$ cat src/rtl/uart_pkg.sv
// Shared UART definitions: parity codes, receiver FSM encoding, vote helper
// and status error-bit positions used by the receiver, transmitter and status block.
package uart_pkg;

    localparam logic [1:0] PAR_NONE = 2'd0;
    localparam logic [1:0] PAR_EVEN = 2'd1;
    localparam logic [1:0] PAR_ODD  = 2'd2;

    typedef enum logic [2:0] {
        ST_IDLE      = 3'd0,
        ST_START     = 3'd1,
        ST_DATA      = 3'd2,
        ST_PARITY    = 3'd3,
        ST_STOP1     = 3'd4,
        ST_STOP2     = 3'd5,
        ST_WAIT_HIGH = 3'd6
    } uart_state_e;

    localparam int ERR_FRAME   = 0;
    localparam int ERR_PARITY  = 1;
    localparam int ERR_OVERRUN = 2;
    localparam int ERR_BREAK   = 3;
    localparam int ERR_W       = 4;

    function automatic logic maj3(input logic a, input logic b, input logic c);
        return (a & b) | (a & c) | (b & c);
    endfunction

endpackage

$ cat src/rtl/uart_baud_tick.sv
// Oversample tick generator: counts 0..div_i and strobes tick_o on the terminal count.
// clr_i restarts the count so the first tick lands a full period after the clear.
module uart_baud_tick #(
    parameter int DIV_W = 16
) (
    input  logic             clk,
    input  logic             rstb,
    input  logic             clr_i,
    input  logic [DIV_W-1:0] div_i,
    output logic             tick_o
);

    logic [DIV_W-1:0] cnt_q;

    assign tick_o = (cnt_q == div_i);

    // Free-running divider counter with synchronous restart.
    always_ff @(posedge clk or negedge rstb) begin
        if (!rstb) begin
            cnt_q <= '0;
        end else if (clr_i || tick_o) begin
            cnt_q <= '0;
        end else begin
            cnt_q <= cnt_q + DIV_W'(1);
        end
    end

endmodule

$ cat src/rtl/uart_rx_ovs.sv
// Oversampling UART receiver with 3-sample majority vote, glitch-rejecting start,
// programmable parity/stop bits, one-entry valid/ready holding register and error pulses.
module uart_rx_ovs
    import uart_pkg::*;
#(
    parameter int DATA_BITS = 8,
    parameter int OVS       = 16,
    parameter int DIV_W     = 16
) (
    input  logic                 clk,
    input  logic                 rstb,
    input  logic                 rx,
    input  logic [DIV_W-1:0]     cfg_div,
    input  logic [1:0]           cfg_parity,
    input  logic                 cfg_stop2,
    output logic [DATA_BITS-1:0] m_data,
    output logic                 m_valid,
    input  logic                 m_ready,
    output logic                 err_frame,
    output logic                 err_parity,
    output logic                 err_overrun,
    output logic                 err_break,
    output logic                 busy
);

    localparam int IDX_W = $clog2(OVS);
    localparam logic [IDX_W-1:0] IDX_S0   = IDX_W'(OVS/2 - 1);
    localparam logic [IDX_W-1:0] IDX_S1   = IDX_W'(OVS/2);
    localparam logic [IDX_W-1:0] IDX_DEC  = IDX_W'(OVS/2 + 1);
    localparam logic [IDX_W-1:0] IDX_LAST = IDX_W'(OVS - 1);
    localparam logic [3:0]       BIT_LAST = 4'(DATA_BITS - 1);

    logic rx_meta_q, rx_sync_q;
    uart_state_e state_q;
    logic [DIV_W-1:0] div_l_q;
    logic [1:0] par_l_q;
    logic stop2_l_q;
    logic [IDX_W-1:0] idx_q;
    logic [1:0] samp_q;
    logic [3:0] bit_cnt_q;
    logic [DATA_BITS-1:0] shift_q;
    logic par_bit_q;
    logic [DATA_BITS-1:0] m_data_q;
    logic m_valid_q;
    logic [ERR_W-1:0] err_q;

    logic start_s, tick_s, dec_s, bit_s, par_en_s, par_bad_s, fin_s, brk_s, good_s;

    uart_baud_tick #(.DIV_W(DIV_W)) u_tick (
        .clk    (clk),
        .rstb   (rstb),
        .clr_i  (start_s),
        .div_i  (div_l_q),
        .tick_o (tick_s)
    );

    // Two-flop synchronizer, idle-high after reset.
    always_ff @(posedge clk or negedge rstb) begin
        if (!rstb) begin
            rx_meta_q <= 1'b1;
            rx_sync_q <= 1'b1;
        end else begin
            rx_meta_q <= rx;
            rx_sync_q <= rx_meta_q;
        end
    end

    // Bit decision and end-of-frame classification.
    always_comb begin
        start_s   = (state_q == ST_IDLE) && !rx_sync_q;
        dec_s     = tick_s && (idx_q == IDX_DEC);
        bit_s     = maj3(samp_q[0], samp_q[1], rx_sync_q);
        par_en_s  = (par_l_q == PAR_EVEN) || (par_l_q == PAR_ODD);
        par_bad_s = par_en_s && (((^shift_q) ^ par_bit_q) != (par_l_q == PAR_ODD));
        fin_s     = dec_s && (((state_q == ST_STOP1) && !(bit_s && stop2_l_q)) ||
                              (state_q == ST_STOP2));
        // A break can only be recognised on the first stop bit.
        brk_s     = (state_q == ST_STOP1) && !bit_s && (shift_q == '0) &&
                    !(par_en_s && par_bit_q);
        good_s    = fin_s && bit_s && !par_bad_s;
    end

    // Receiver FSM with registered word, handshake and error pulses.
    always_ff @(posedge clk or negedge rstb) begin
        if (!rstb) begin
            state_q   <= ST_IDLE;
            div_l_q   <= '0;
            par_l_q   <= PAR_NONE;
            stop2_l_q <= 1'b0;
            idx_q     <= '0;
            samp_q    <= 2'b11;
            bit_cnt_q <= 4'd0;
            shift_q   <= '0;
            par_bit_q <= 1'b0;
            m_data_q  <= '0;
            m_valid_q <= 1'b0;
            err_q     <= '0;
        end else begin
            err_q[ERR_FRAME]   <= fin_s && !brk_s && !bit_s;
            err_q[ERR_PARITY]  <= fin_s && !brk_s && par_bad_s;
            err_q[ERR_BREAK]   <= fin_s && brk_s;
            err_q[ERR_OVERRUN] <= good_s && m_valid_q && !m_ready;

            if (good_s && (!m_valid_q || m_ready)) begin
                m_data_q  <= shift_q;
                m_valid_q <= 1'b1;
            end else if (m_valid_q && m_ready) begin
                m_valid_q <= 1'b0;
            end else begin
                m_valid_q <= m_valid_q;
            end

            if (start_s) begin
                div_l_q   <= cfg_div;
                par_l_q   <= cfg_parity;
                stop2_l_q <= cfg_stop2;
                idx_q     <= '0;
                bit_cnt_q <= 4'd0;
                par_bit_q <= 1'b0;
                state_q   <= ST_START;
            end else if (state_q == ST_WAIT_HIGH) begin
                state_q <= rx_sync_q ? ST_IDLE : ST_WAIT_HIGH;
            end else if (tick_s && (state_q != ST_IDLE)) begin
                idx_q <= (idx_q == IDX_LAST) ? '0 : idx_q + IDX_W'(1);
                if (idx_q == IDX_S0) samp_q[0] <= rx_sync_q;
                if (idx_q == IDX_S1) samp_q[1] <= rx_sync_q;
                if (dec_s) begin
                    case (state_q)
                        ST_START:  state_q <= bit_s ? ST_IDLE : ST_DATA;
                        ST_DATA: begin
                            shift_q <= {bit_s, shift_q[DATA_BITS-1:1]};
                            if (bit_cnt_q == BIT_LAST) begin
                                state_q <= par_en_s ? ST_PARITY : ST_STOP1;
                            end else begin
                                bit_cnt_q <= bit_cnt_q + 4'd1;
                            end
                        end
                        ST_PARITY: begin
                            par_bit_q <= bit_s;
                            state_q   <= ST_STOP1;
                        end
                        ST_STOP1: begin
                            if (bit_s && stop2_l_q) state_q <= ST_STOP2;
                            else if (bit_s)         state_q <= ST_IDLE;
                            else                    state_q <= ST_WAIT_HIGH;
                        end
                        ST_STOP2:  state_q <= bit_s ? ST_IDLE : ST_WAIT_HIGH;
                        default:   state_q <= ST_IDLE;
                    endcase
                end
            end
        end
    end

    assign m_data      = m_data_q;
    assign m_valid     = m_valid_q;
    assign err_frame   = err_q[ERR_FRAME];
    assign err_parity  = err_q[ERR_PARITY];
    assign err_overrun = err_q[ERR_OVERRUN];
    assign err_break   = err_q[ERR_BREAK];
    assign busy        = (state_q != ST_IDLE);

endmodule

$ cat config.mk
export PLATFORM = sky130hd
export DESIGN_NAME = uart_rx_ovs
export DESIGN_NICKNAME = d
export VERILOG_FILES = /design/src/rtl/uart_pkg.sv /design/src/rtl/uart_baud_tick.sv /design/src/rtl/uart_rx_ovs.sv
export SDC_FILE = /design/constraint.sdc
export NUM_CORES = 1
export LEC_CHECK = 0
export CAP_MARGIN = 20
export CORE_ASPECT_RATIO = 0.7
export CORE_UTILIZATION = 51
export CTS_CLUSTER_SIZE = 40
export DETAILED_ROUTE_END_ITERATION = 6
export GPL_ROUTABILITY_DRIVEN = 0
export HOLD_SLACK_MARGIN = 0.12
export PLACE_DENSITY = 0.83
export SLEW_MARGIN = 20
export SYNTH_ARGS = -nofsm -noshare
export SYNTH_HDL_FRONTEND = slang
export SYNTH_SLANG_ARGS = --single-unit
$ cat constraint.sdc
create_clock -name clk -period 2.35 [get_ports clk]
set_clock_uncertainty 0.15 [all_clocks]
set_input_delay 0.5875 -clock clk [delete_from_list [all_inputs] [get_ports clk]]
set_output_delay 0.5875 -clock clk [all_outputs]
set_load 0.005 [all_outputs]
==> results by group <==
Outcome
  • Status: complete, but fails checks
  • Violated checks: setup timing

GRT
  • First-pass GRT wire length: 13830 um
  • Antenna violations before repair: 0
  • Vias in the first global route: 2833
  • Combined global-route utilization of all metal layers: 24.91%
  • Maximum number of pins on one net before global-route repair: 40
  • Overflow left after global routing: 0

Die
  • Horizontal extent of the die: 102.3 um
  • Row count: 25
  • Core box area: 6788 sq um
  • Starting Density: 52.94%
  • Overall die area: 7391 sq um
  • Number of ports placed on the die boundary: 37
  • Die span in y: 72.23 um

Cells and area
  • Register Area: 1807 sq um
  • Antenna fix cells: 0
  • End-of-flow core utilization: 70.62%
  • Area growth from synthesis to layout: 33.39%
  • # fillers: 483
  • Area occupied by multi-input gates: 1792 sq um
  • Fraction of final layout cells with drive strength greater than 1: 23.11%
  • Final nets: 478

Drt
  • Drt wl/cell: 17.08 um
  • DR vias: 3009
  • Detailed-route wire length: 9294 um
  • Iteration-0 DRC count of the detailed router: 289
  • TritonRoute pass-1 iters: 5
  • Routed Antenna Nets: 0
  • Residual DRC count: 0
  • Drt via density: 5.531

STA
  • Post-layout min period: 2.448 ns
  • Number of hold violations in the final report: 0
  • Normalized max-slew margin: 63.18%
  • Number of endpoints failing setup at the final stage: 16
  • Fin crit share: 104.2%
  • Max frequency: 408.5 MHz
  • Final-report max-slew violation count: 0
  • Setup repair after global routing missed its margin: true
  • Setup TNS: -0.8780 ns
  • Slew at the pin with the worst max-slew slack: 0.5473 ns
  • Crit path setup slack, layout: -0.09821 ns

Synthesis
  • Syn_nets: 392
  • Fraction of post-synthesis cell area in the top cell type by area: 47.35%
  • Leading register cell type out of synthesis: sky130_fd_sc_hd__dfrtp_1
  • Cell types occupying the most area after synthesis: sky130_fd_sc_hd__dfrtp_1 (47%), sky130_fd_sc_hd__nand2_1 (7.3%), sky130_fd_sc_hd__xor2_1 (5.4%), sky130_fd_sc_hd__ha_1 (3.5%), sky130_fd_sc_hd__mux2_2 (3.4%)
  • Number of enable flip-flop cells after synthesis: 0
  • Avg Inst Size Synth: 10.01 sq um
  • Gate count after technology mapping: 359
  • Library cells used by synthesis: 48
  • Post-synthesis instance area: 3593 sq um
  • Count of synthesis-stage warnings from yosys: 0
  • Proportion of register bits with asynchronous set or reset after synthesis: 100.0%
  • Register area share after synthesis: 50.28%
  • Seq cells post-synth: 72
  • Library cell with the largest summed area after synthesis: sky130_fd_sc_hd__dfrtp_1

Clock network
  • Root Buffer: sky130_fd_sc_hd__clkbuf_8
  • Clock network latency to the later pin of the worst-skew pair: 0.35 ns
  • Clock sink total: 72
  • Clock transition time at the flip-flop clock pins of the worst setup and hold paths: 0.08 ns
  • H-tree Lvls: 3
  • CTS tree: yes
  • CTS Buffer Depth: 2
  • Clock buffer count from CTS: 9

Worst setup path
  • Largest driver fanout on the critical path: 8
  • CP peak stage delay: 0.44 ns
  • Number of buffer and inverter stages on the critical path: 2
  • Required time reported for the critical path endpoint: 2.44 ns
  • Cell family with the largest share of critical-path delay: XOR/XNOR gates
  • Startpoint kind of the worst setup timing path: flip-flop
  • Critical path data arrival time: 2.53 ns
  • Critical path start-end classification: flip-flop to flip-flop
  • Cell with the largest stage delay on the worst path: sky130_fd_sc_hd__xnor3_1
  • List of cells traversed by the critical path: inv_2 > ha_4 > xor2_1 > xnor3_1 > o21ai_2 > nor4_4 > buf_6 > mux2_4
  • Crit end category: flip-flop

Power and ir drop
  • Internal: 2.009 mW
  • IR drop worst, VDD: 0.2819 mV
  • Fraction of power consumed by sequential logic: 50.1%
  • Leakage power of the design: 2.245 nW
  • Combinational cell fraction of total power: 8.9%
  • Psw: 0.6565 mW
  • Clock group share of total power: 41.0%
  • PwrDens: 556.0 nW/um^2
  • Switching fraction of total power: 24.63%

Hold path
  • Worst min-delay path class: flip-flop to flip-flop

Placed design
  • Placed wire-length estimate after detailed placement: 5667 um
  • IO Port Bufs: 36
  • Setup slack at placement: -0.07351 ns

Job
  • Maximum capacitance violations: 0
final cells by class:
| type | instances | share of cell area (%) |
|---|---|---|
| Sequential cell | 72 | 37.69 |
| Multi-Input combinational cell | 257 | 37.38 |
| Timing Repair Buffer | 87 | 16.47 |
| Clock buffer | 10 | 2.662 |
| Tap cell | 94 | 2.454 |
| Clock inverter | 6 | 1.932 |
| Inverter | 18 | 1.410 |
cells in the mapped netlist, types with 2 or more instances:
library cell,instances
sky130_fd_sc_hd__xnor2_1,11
sky130_fd_sc_hd__and3_1,3
sky130_fd_sc_hd__or3_1,3
sky130_fd_sc_hd__dfrtp_1,68
sky130_fd_sc_hd__clkbuf_1,9
sky130_fd_sc_hd__xor2_1,22
sky130_fd_sc_hd__nor2b_1,5
sky130_fd_sc_hd__nand2_1,70
sky130_fd_sc_hd__o31ai_1,3
sky130_fd_sc_hd__buf_2,3
sky130_fd_sc_hd__ha_1,10
sky130_fd_sc_hd__o21ai_0,7
sky130_fd_sc_hd__mux2_2,11
sky130_fd_sc_hd__and2_1,2
sky130_fd_sc_hd__a21boi_0,3
sky130_fd_sc_hd__a21oi_1,2
sky130_fd_sc_hd__nand4_1,8
sky130_fd_sc_hd__a31o_2,3
sky130_fd_sc_hd__inv_1,18
sky130_fd_sc_hd__nor2_1,30
sky130_fd_sc_hd__nand3_1,10
sky130_fd_sc_hd__nor4_1,8
sky130_fd_sc_hd__nand2b_1,4
sky130_fd_sc_hd__mux2i_1,11
sky130_fd_sc_hd__and4_1,3
sky130_fd_sc_hd__dfstp_2,4
sky130_fd_sc_hd__nor3_1,7
per-layer routing:
layer	track usage, %	up-vias	routed length, um
met5	0	-	0
li1	-	1391	-
met2	38.48	153	4328
met3	6.936	20	706
met1	34.93	1445	4112
met4	6.349	0	146
layout by cell type (no fill, tap or decap), drive strengths merged, types with 7 or more instances in the layout:
cell type      count
inv               19
dfrtp             68
buf               51
ha                10
nor2              30
nand4              9
clkbuf            10
nor4               9
mux2              11
nand2             70
clkdlybuf4s50     34
o21ai              7
xnor2             11
mux2i             11
xor2              22
nor3               8
nand3             10
sequential cells by signal (all words and copies together) (netlist names):
name and cells:
idx_q 4, stop2_l_q 1, par_bit_q 1, err_q 4, par_l_q 2, m_valid 1
m_data 8, u_tick.cnt_q 16, bit_cnt_q 4, div_l_q 16, rx_meta_q 1, state_q 3
samp_q 2, rx_sync_q 1, shift_q 8
power by group through the flow:
stage	Combinational (mW)	Clock, mW	Sequential (mW)
2_1_floorplan	0.0858	0	1.36
3_3_place_gp	0.213	0	1.35
3_5_place_dp	0.221	0	1.36
4_1_cts	0.232	1.10	1.34
5_1_grt	0.257	1.16	1.34
6_report	0.236	1.09	1.34
timing repair:
action	in CTS	in global routing
setup buffers	5	8
gates cloned	0	1
pin swaps	2	11
gates resized for setup	13	18
hold endpoints to repair	16	0
endpoints found under the setup margin	14	19
hold buffers	1	0
cells by family after synthesis:
logic type                 share of synthesized area, %
and+or+nand+nor                                   21.55
adders and majority gates                         3.795
DFF                                               50.28
buffers and inverters                             3.238
xor gates and xnor gates                          8.670
muxes                                             6.511
AOI/OAI and AO/OA                                 5.955
stage by stage:
step	area, sq um	hold slack [ns]	total power, mW	cells
2_1_floorplan	3593	0.1419	1.443	359
3_5_place_dp	4333	0.1972	1.578	514
4_1_cts	4654	0.2091	2.671	536
6_report	4793	0.2071	2.665	544
5_1_grt	4793	0.2148	2.759	544
3_3_place_gp	4333	0.1969	1.567	514
worst paths after layout:
kind                         endpoint  slack (ns)        from  cells after the start
max                         m_data[0]        -0.1  shift_q[6]                      8
min                         rx_sync_q        0.21   rx_meta_q                      0
max reg2reg                 m_data[0]        -0.1  shift_q[6]                      8
min reg2reg                 rx_sync_q        0.21   rx_meta_q                      0
max in group asynchronous   rx_sync_q        0.90        rstb                      3
min in group asynchronous  state_q[2]        0.55        rstb                      2
Note: power is estimated with default switching activity, not from simulation.
